--- src/rtl/usage_pkg.sv ---
// Purpose : shared types and constants for the usage profiler slice.
// Contents: sample width DW, default window depth, usage_t (one DW-bit
//           usage value), sample_t (talk/data pair), prof_state_t (FILL/RUN).
package usage_pkg;

  localparam int DW               = 6;
  localparam int WIN_LOG2_DEFAULT = 3;

  typedef logic [DW-1:0] usage_t;

  typedef struct packed {
    usage_t talk;
    usage_t data;
  } sample_t;

  typedef enum logic [0:0] {
    FILL = 1'b0,
    RUN  = 1'b1
  } prof_state_t;

endpackage

--- src/rtl/usage_profiler_if.sv ---
// Purpose : sample-in / averages-out bus of the usage profiler.
// Signals : s_valid/s_ready/s_talk/s_data  - incoming usage samples
//           avg_valid/avg_ready/avgtalk/avgdata - floor-averaged window output
//           win_full - window has been filled since last reset/flush
// Handshake: a transfer happens on a rising edge where valid & ready are both
//           high; valid never waits on ready, and once valid is raised the
//           payload is held stable until the transfer edge.
// Modports: master = sample producer / average consumer, slave = profiler.
interface usage_profiler_if;
  import usage_pkg::*;

  logic   s_valid;
  logic   s_ready;
  usage_t s_talk;
  usage_t s_data;
  logic   avg_valid;
  logic   avg_ready;
  usage_t avgtalk;
  usage_t avgdata;
  logic   win_full;

  modport master (
    output s_valid, s_talk, s_data, avg_ready,
    input  s_ready, avg_valid, avgtalk, avgdata, win_full
  );

  modport slave (
    input  s_valid, s_talk, s_data, avg_ready,
    output s_ready, avg_valid, avgtalk, avgdata, win_full
  );
endinterface

--- src/rtl/usage_ring.sv ---
// Purpose : 2^WIN_LOG2-deep ring of sample_t with a write pointer.
//           o_old is the slot the next write will overwrite, i.e. the oldest
//           sample in the window once the ring has been filled.
// Ports   : clk, rst (sync, active-high), i_clr (sync clear, same as rst),
//           i_we (write strobe), i_wdata (sample to store), o_old (oldest slot).
module usage_ring
  import usage_pkg::*;
#(
  parameter int WIN_LOG2 = WIN_LOG2_DEFAULT
) (
  input  logic    clk,
  input  logic    rst,
  input  logic    i_clr,
  input  logic    i_we,
  input  sample_t i_wdata,
  output sample_t o_old
);

  localparam int DEPTH = 1 << WIN_LOG2;

  sample_t             r_ring [DEPTH];
  logic [WIN_LOG2-1:0] r_wptr;

  always_ff @(posedge clk) begin
    if (rst || i_clr) begin
      for (int i = 0; i < DEPTH; i++) r_ring[i] <= '0;
      r_wptr <= '0;
    end else if (i_we) begin
      r_ring[r_wptr] <= i_wdata;
      r_wptr         <= r_wptr + 1'b1;
    end
  end

  assign o_old = r_ring[r_wptr];

endmodule

--- src/rtl/usage_profiler.sv ---
// Purpose : sliding-window averager of talk/data usage samples feeding the
//           subscription-plan checker. Keeps running sums over the last
//           2^WIN_LOG2 samples and publishes floor averages through a
//           one-entry output register.
// Ports   : clk, rst (sync, active-high), flush (sync clear, same as rst),
//           bus (usage_profiler_if.slave), o_state (debug: FSM state).
module usage_profiler
  import usage_pkg::*;
#(
  parameter int WIN_LOG2 = WIN_LOG2_DEFAULT
) (
  input  logic                   clk,
  input  logic                   rst,
  input  logic                   flush,
  usage_profiler_if.slave        bus,
  output prof_state_t            o_state
);

  localparam int SW    = DW + WIN_LOG2;
  localparam int DEPTH = 1 << WIN_LOG2;

  logic              w_clr;
  logic              w_accept;
  logic              w_fill_last;
  logic              w_out;
  sample_t           w_new;
  sample_t           w_old;
  logic [SW-1:0]     w_talk_sum_next;
  logic [SW-1:0]     w_data_sum_next;

  prof_state_t       r_state;
  logic [WIN_LOG2:0] r_fill_cnt;
  logic [SW-1:0]     r_talk_sum;
  logic [SW-1:0]     r_data_sum;
  logic              r_avg_valid;
  usage_t            r_avgtalk;
  usage_t            r_avgdata;
  logic              r_win_full;

  assign w_clr    = rst | flush;
  // A held, unconsumed result blocks new samples so nothing is lost.
  assign bus.s_ready = ~w_clr & (~r_avg_valid | bus.avg_ready);
  assign w_accept    = bus.s_valid & bus.s_ready;

  assign w_new = '{talk: bus.s_talk, data: bus.s_data};

  usage_ring #(.WIN_LOG2(WIN_LOG2)) u_ring (
    .clk     (clk),
    .rst     (rst),
    .i_clr   (flush),
    .i_we    (w_accept),
    .i_wdata (w_new),
    .o_old   (w_old)
  );

  // sum + new can briefly exceed SW bits, but subtracting the oldest sample
  // (always <= sum) brings the modular result back to the exact value.
  assign w_talk_sum_next = r_talk_sum + SW'(bus.s_talk) - SW'(w_old.talk);
  assign w_data_sum_next = r_data_sum + SW'(bus.s_data) - SW'(w_old.data);

  assign w_fill_last = (r_state == FILL) &&
                       (r_fill_cnt == (WIN_LOG2+1)'(DEPTH - 1));
  assign w_out       = w_accept & ((r_state == RUN) | w_fill_last);

  always_ff @(posedge clk) begin
    if (w_clr) begin
      r_state    <= FILL;
      r_fill_cnt <= '0;
      r_win_full <= 1'b0;
      r_talk_sum <= '0;
      r_data_sum <= '0;
    end else if (w_accept) begin
      r_talk_sum <= w_talk_sum_next;
      r_data_sum <= w_data_sum_next;
      if (r_state == FILL) begin
        r_fill_cnt <= r_fill_cnt + 1'b1;
        if (w_fill_last) begin
          r_state    <= RUN;
          r_win_full <= 1'b1;
        end
      end
    end
  end

  // Output register: reload on a new result, otherwise drop valid once taken.
  always_ff @(posedge clk) begin
    if (w_clr) begin
      r_avg_valid <= 1'b0;
      r_avgtalk   <= '0;
      r_avgdata   <= '0;
    end else if (w_out) begin
      r_avg_valid <= 1'b1;
      r_avgtalk   <= w_talk_sum_next[SW-1:WIN_LOG2];
      r_avgdata   <= w_data_sum_next[SW-1:WIN_LOG2];
    end else if (bus.avg_ready) begin
      r_avg_valid <= 1'b0;
    end
  end

  assign bus.avg_valid = r_avg_valid;
  assign bus.avgtalk   = r_avgtalk;
  assign bus.avgdata   = r_avgdata;
  assign bus.win_full  = r_win_full;
  assign o_state       = r_state;

endmodule

--- src/flat_wrapper.sv ---
// flat-port wrapper written by rule: the top's interface ports become plain ports
module usage_profiler_flat import usage_pkg::*;
#(
  parameter int WIN_LOG2 = WIN_LOG2_DEFAULT
)
  (clk, rst, flush, o_state, bus_s_valid, bus_s_talk, bus_s_data, bus_avg_ready, bus_s_ready, bus_avg_valid, bus_avgtalk, bus_avgdata, bus_win_full);
  usage_profiler_if bus_i ();
  input  logic clk;
  input  logic rst;
  input  logic flush;
  output prof_state_t o_state;
  input wire logic [$bits(bus_i.s_valid)-1:0] bus_s_valid;
  input wire logic [$bits(bus_i.s_talk)-1:0] bus_s_talk;
  input wire logic [$bits(bus_i.s_data)-1:0] bus_s_data;
  input wire logic [$bits(bus_i.avg_ready)-1:0] bus_avg_ready;
  output wire logic [$bits(bus_i.s_ready)-1:0] bus_s_ready;
  output wire logic [$bits(bus_i.avg_valid)-1:0] bus_avg_valid;
  output wire logic [$bits(bus_i.avgtalk)-1:0] bus_avgtalk;
  output wire logic [$bits(bus_i.avgdata)-1:0] bus_avgdata;
  output wire logic [$bits(bus_i.win_full)-1:0] bus_win_full;
  assign bus_i.s_valid = bus_s_valid;
  assign bus_i.s_talk = bus_s_talk;
  assign bus_i.s_data = bus_s_data;
  assign bus_i.avg_ready = bus_avg_ready;
  assign bus_s_ready = bus_i.s_ready;
  assign bus_avg_valid = bus_i.avg_valid;
  assign bus_avgtalk = bus_i.avgtalk;
  assign bus_avgdata = bus_i.avgdata;
  assign bus_win_full = bus_i.win_full;
  usage_profiler #(.WIN_LOG2(WIN_LOG2)) u_core (.clk(clk), .rst(rst), .flush(flush), .bus(bus_i), .o_state(o_state));
endmodule
--- config.mk ---
export PLATFORM = sky130hd
export DESIGN_NAME = usage_profiler_flat
export DESIGN_NICKNAME = d
export VERILOG_FILES = /design/src/rtl/usage_pkg.sv /design/src/rtl/usage_profiler_if.sv /design/src/rtl/usage_ring.sv /design/src/rtl/usage_profiler.sv /design/src/flat_wrapper.sv
export SDC_FILE = /design/constraint.sdc
export NUM_CORES = 1
export LEC_CHECK = 0
export CAP_MARGIN = 10
export CORE_ASPECT_RATIO = 0.5
export CORE_UTILIZATION = 60
export DETAILED_ROUTE_END_ITERATION = 10
export PLACE_DENSITY = 0.91
export SYNTH_ARGS = -nofsm -noshare
export SYNTH_HDL_FRONTEND = slang
export SYNTH_SLANG_ARGS = --single-unit
--- constraint.sdc ---
create_clock -name clk -period 5.3 [get_ports clk]
set_input_delay 0.53 -clock clk [delete_from_list [all_inputs] [get_ports clk]]
set_output_delay 0.53 -clock clk [all_outputs]
set_load 0.05 [all_outputs]
==> flow_summary.yaml, run 1 <==
status:
  status: "finished, final reports clean"
setup_path:
  crit_type: "reg2reg"
  cp_common_cell: "a21oi_1"
  crit_path_max_incr_delay_ps: 810
  startpoint_type: "register"
  end_kind: "register"
  cp_slowest_cell: "dfxtp_1"
  crit_arrival_ps: 4370
  critPathRequiredTime_ps: 5670
  path_cells: "buf_4 -> mux4_2 -> mux2_2 -> fa_1 -> inv_1 -> ha_1 -> a21oi_1 -> a21oi_1 -> a211o_1 -> or4_1 -> nand3_1"
  cp_max_fo: 15
flow_run:
  max-cap-violations: 0
drt:
  ant_nets: 0
  viasPerCell: 6.561
  num_vias: 5177
  wl_mm: 17.46
  wl_per_cell_um: 22.13
  drtIter0Drc: 730
  first_pass_iters: 5
  drc: 0
global_route:
  grt_pass1_vias: 5070
  grt_max_degree: 43
  grt_pass1_wl_mm: 27.50
  antenna_found_initial: 0
  grtUsageTotal_pct: 30.96
  grt_overflow: 0
finish:
  fin_cells: 789
  final_core_util_pct: 71.16
  final_common_cell: "edfxtp_1"
  fin_area_um2: 7958
  drive_above_1_share_pct: 12.54
  final_cell_mix: "edfxtp_1 (96), dfxtp_1 (43), inv_1 (42)"
  diodes: 0
  area_growth_pct: 13.75
  fill_cells: 685
  fin_nets: 666
logic_synthesis:
  ys_warn_count: 0
  yosysSeqAreaShare_pct: 53.51
  ys_seq_elements: 139
  syn_avg_cell_area_um2: 11.72
  synth-async-reset-ratio_pct: 0
  syn_area_um2: 6995
  synth.top_cell.area_share_pct: 41.21
  synth_nets: 646
  yosys.area.top_type: "edfxtp_1"
  synth_edf_count: 96
  yosys_most_used_dff: "edfxtp_1"
  synth_cells: 597
  yosysUniqueCellTypes: 53
  netlist_top_cells_area: "edfxtp_1 (41%), dfxtp_1 (12%), mux4_2 (7.7%)"
placement:
  place_area_um2: 7422
  place_hpwl_mm: 10.33
  dp.cells: 757
  place_congestion: 0.8442
  portBuffers: 32
floorplanning:
  rows: 27
  die_y_um: 78.35
  ios: 33
  die_w_um: 154.7
  dieArea_um2: 12120
  start_util_pct: 62.56
  core-area_um2: 11180
timing:
  slew_headroom_pct: 25.72
  fin_crit_ps: 4005
  setup_violations: 0
  setup_tns_ps: 0
  rsz0062_at_grt: "false"
  maxSlewViolCount: 0
  fmax_mhz: 249.7
  worst_pin_slew_ps: 1114
  post-route-period-util_pct: 75.56
  hold_viol: 0
  skew_ps: 11.77
cts:
  cts_hold_buf: 0
  htree_num_levels: 4
  clockBufferDepth: 2
  clkLatencyLatePin_ps: 440
  cts_sinks: 139
  cts_buffers: 17
  cts-resized-gates: 0
  cts_root_buf: "clkbuf_16"
  cts_tree: "done"
  clk_pin_slew_ps: 60
  cts_setup_buffers: 0
power:
  powerDensity_nw_per_um2: 355.3
  ir_drop_mv: 0.2861
  p_leak_uw: 0.002884
min_path:
  hp-class: "reg2reg"
## metal layers
metal  up-vias  global-route usage, %  wire, um
met4         0                  13.47       608
met2       407                  47.83      7909
met1      2463                  39.22      6458
met5         -                      0         0
met3        70                  11.98      2485
li1       2237                      -         -
## power breakdown
group	switching [uW]	internal, uW
Clock	467	634
Combinational	300	193
Sequential	25.3	1210
Total	793	2030
## final cells by class
type	count	area (um^2)	share of cell area, %
multi-input cells	365	2889	36.31
clock inverters	14	106.4	1.336
inverters	52	195.2	2.453
repair buffers	42	395.4	4.969
flip-flops and latches	139	3744	47.04
clock buffers	18	429.2	5.393
well taps	159	198.9	2.500
## worst max-delay path, delay by kind of cell, from the launching register on
| kind | cells | cell delay (ps) |
|---|---|---|
| buf+inv | 2 | 400 |
| compound gates | 3 | 770 |
| flops | 1 | 810 |
| fa+ha+maj | 2 | 690 |
| mux | 2 | 650 |
| simple gates | 2 | 610 |
## cells in the mapped netlist, types with 2 or more instances
cell type and number:
xnor2_1 6, nor2_1 19, or4_1 2, a21oi_1 29, o2111ai_1 2, edfxtp_1 96
a21o_1 4, clkbuf_1 28, or3_1 5, mux4_2 24, a211oi_1 3, inv_1 42
o21a_1 3, ha_1 20, nor4_1 41, fa_1 12, nand2b_1 10, dfxtp_1 43
nor3_1 36, nand2_1 34, xor2_1 9, buf_1 7, a31oi_1 2, clkinv_1 10
buf_2 5, nand3_1 16, and2_1 28, o41ai_1 2, o21ai_0 22, mux2_2 12
o311ai_0 3
## per-stage QoR
step / hold WS [ps] / setup slack (ps) / power, uW
2_1_floorplan: 436.3 / 1695 / 1600
3_3_place_gp: 442.4 / 1600 / 1699
3_5_place_dp: 446.7 / 1485 / 1719
4_1_cts: 458.4 / 1328 / 2802
5_1_grt: 474.0 / 1142 / 2918
6_report: 456.6 / 1295 / 2828
## flip-flops by register name (all words and copies together) (netlist names), named ones only
signal,flops
u_core.bus.avgdata,6
u_core.bus.avgtalk,6
u_core.u_ring.r_wptr,3
u_core.r_fill_cnt,4
u_core.o_state,1
u_core.bus.avg_valid,1
u_core.bus.win_full,1
u_core.r_data_sum,9
u_core.r_talk_sum,9
u_core.u_ring.r_ring,96
## final timing paths
check                                          from                            endpoint  slack [ps]  cells past startpoint
setup / recovery                           register  u_core.bus.avgtalk[5]$_SDFFE_PP0P_        1300                     11
hold / removal    u_core.r_data_sum[3]$_SDFFE_PP0P_   u_core.r_data_sum[3]$_SDFFE_PP0P_         460                      2
setup reg to reg                           register  u_core.bus.avgtalk[5]$_SDFFE_PP0P_        1300                     11
hold reg to reg   u_core.r_data_sum[3]$_SDFFE_PP0P_   u_core.r_data_sum[3]$_SDFFE_PP0P_         460                      2
## cells by family (layout without fill, tap and decap cells)
kind of cell / after synthesis / in the layout / share of synthesized area [%]
simple gates: 203 / 203 / 15.85
mux: 37 / 37 / 9.802
xor+xnor: 15 / 15 / 1.878
flops: 139 / 139 / 53.51
fa+ha+maj: 32 / 32 / 7.011
buf+inv: 93 / 126 / 5.187
compound gates: 78 / 78 / 6.761
(Power assumes the default switching activity.)
==> run 2, diff against run 1 <==
==> constraint.sdc (replaced) <==
create_clock -name clk -period 3.85 [get_ports clk]
set_input_delay 0.385 -clock clk [delete_from_list [all_inputs] [get_ports clk]]
set_output_delay 0.385 -clock clk [all_outputs]
set_load 0.05 [all_outputs]
==> flow_summary.yaml, run 2 (synthesis results as in run 1) <==
placement:
  dp.cells: 773
  portBuffers: 32
  pre_cts_slack_ps: 63.66
  place_hpwl_mm: 11.20
  place_congestion: 0.8594
drt:
  first_pass_iters: 6
  num_vias: 5454
  drc: 0
  viasPerCell: 6.775
  wl_per_cell_um: 24.13
  drtIter0Drc: 779
  wl_mm: 19.43
  ant_nets: 0
setup_path:
  worst-path-buf-inv: 2
  critPathRequiredTime_ps: 4140
  cp_max_fo: 13
  reg2regPathDepth: 12
  r2r_slack_ps: 160
  critical-path-top-delay-family: "adder cells"
  crit_arrival_ps: 3980
  crit_type: "reg2reg"
  r2r-end: "u_core.bus.avgdata[3]$_SDFFE_PP0P_"
  crit_path_max_incr_delay_ps: 520
  startpoint_type: "register"
  end_kind: "register"
  path_cells: "buf_4 -> mux4_2 -> mux2_2 -> ha_1 -> inv_1 -> ha_1 -> fa_1 -> a211oi_2 -> o21ai_0 -> a21oi_1 -> xor2_1 -> o21ai_0"
  cp_slowest_cell: "dfxtp_1"
timing:
  maxSlewViolCount: 0
  setup_violations: 0
  setup_tns_ps: 0
  hold_viol: 0
  post-route-period-util_pct: 95.72
  worst_pin_slew_ps: 949.9
  fin_crit_ps: 3685
  fmax_mhz: 271.3
  layout_setup_ws_ps: 164.7
  rsz0062_at_grt: "false"
  skew_ps: 11.31
  slew_headroom_pct: 36.68
min_path:
  worstHoldPathCells: 2
  hp-class: "reg2reg"
  holdCritStartpoint: "u_core.r_data_sum[0]$_SDFFE_PP0P_"
  holdPathEnd: "u_core.r_data_sum[0]$_SDFFE_PP0P_"
power:
  p_leak_uw: 0.003017
  powerDensity_nw_per_um2: 509.5
  ir_drop_mv: 0.4123
finish:
  final_common_cell: "edfxtp_1"
  regMostFlops: "u_core.u_ring.r_ring"
  final_cell_mix: "edfxtp_1 (96), inv_1 (42), dfxtp_1 (42)"
  largest_reg_flops: 96
  area_growth_pct: 16.90
  diodes: 0
  final_core_util_pct: 73.13
  drive_above_1_share_pct: 15.48
  largestRegisters: "u_core.u_ring.r_ring (96), u_core.r_data_sum (9), u_core.r_talk_sum (9)"
  fin_cells: 805
  fin_nets: 682
cts:
  cts_tree: "done"
  clockBufferDepth: 2
  clkLatencyLatePin_ps: 440
  cts_sinks: 139
  htree_num_levels: 4
  clk_pin_slew_ps: 60
  cts_setup_buffers: 0
  cts_hold_buf: 0
  cts_buffers: 17
  cts_root_buf: "clkbuf_16"
status:
  status: "finished, final reports clean"
global_route:
  grt_overflow: 0
  grt_max_degree: 47
  grt_pass1_wl_mm: 29.86
  grt_pass1_vias: 5423
  antenna_found_initial: 0
  grtUsageTotal_pct: 33.94
floorplanning:
  die_y_um: 78.35
  core-area_um2: 11180
  die_w_um: 154.7
  ios: 33
  start_util_pct: 62.56
  rows: 27
  dieArea_um2: 12120
flow_run:
  max-cap-violations: 0
## run 2: how the worst max path moves through the flow
stage	to	cells after the start
CTS	u_core.bus.avgdata[3]$_SDFFE_PP0P_	12
finish	u_core.bus.avgdata[3]$_SDFFE_PP0P_	12
floorplan	u_core.bus.avgdata[5]$_SDFFE_PP0P_	12
global route	u_core.bus.avgdata[3]$_SDFFE_PP0P_	12
detailed placement	u_core.r_data_sum[8]$_SDFFE_PP0P_	12
global placement	u_core.bus.avgdata[5]$_SDFFE_PP0P_	12
## run 2: cell type report
cell class                      count  area [um^2]
Clock buffer                       18        429.2
Inverter                           52        195.2
Sequential cell                   139         3747
Timing Repair Buffer               58        519.2
Tap cell                          159        198.9
Fill cell                         618         3004
Clock inverter                     14        193.9
Multi-Input combinational cell    365         2894
## run 2: worst register-to-register path: stages, from the launching register on
cell	delay, ps
dfxtp_1	520
buf_4	320
mux4_2	380
mux2_2	320
ha_1	280
inv_1	40
ha_1	200
fa_1	440
a211oi_2	310
o21ai_0	130
a21oi_1	240
xor2_1	270
o21ai_0	110
## run 2: power by group
part           switching [uW]  internal, uW  leakage, uW
Combinational             435           281      0.00130
Sequential               38.7          1660      0.00142
Clock                     664          1090     0.000302
## run 2: metal layers
layer	vias up	GRT usage [%]	part of all wire [%]
met4	0	16.83	4.9
met5	-	0	0
li1	2266	-	-
met1	2556	43.99	37
met3	111	9.166	14
met2	521	53.53	44
## run 2: stage by stage
stage | total power [uW] | area [um^2] | hold WS (ps)
2_1_floorplan | 2202 | 6995 | 436.3
3_3_place_gp | 2354 | 7542 | 441.9
3_5_place_dp | 2392 | 7542 | 447.0
4_1_cts | 4128 | 8167 | 454.7
5_1_grt | 4277 | 8178 | 484.6
6_report | 4167 | 8178 | 458.2
## run 2: timing repair
action,4_1_cts,5_1_grt
pin swaps,0,1
setup endpoints to repair,3,5
gates resized for setup,1,3
==> run 3, diff against run 2 <==
--- a/config.mk
+++ b/config.mk
@@ -9,6 +9,7 @@
 export CORE_ASPECT_RATIO = 0.5
 export CORE_UTILIZATION = 60
 export DETAILED_ROUTE_END_ITERATION = 10
+export HOLD_SLACK_MARGIN = 0.12
 export PLACE_DENSITY = 0.91
 export SYNTH_ARGS = -nofsm -noshare
 export SYNTH_HDL_FRONTEND = slang
==> results of run 3 <==
The final DEF is identical to that of run 2; final timing and power are the same.
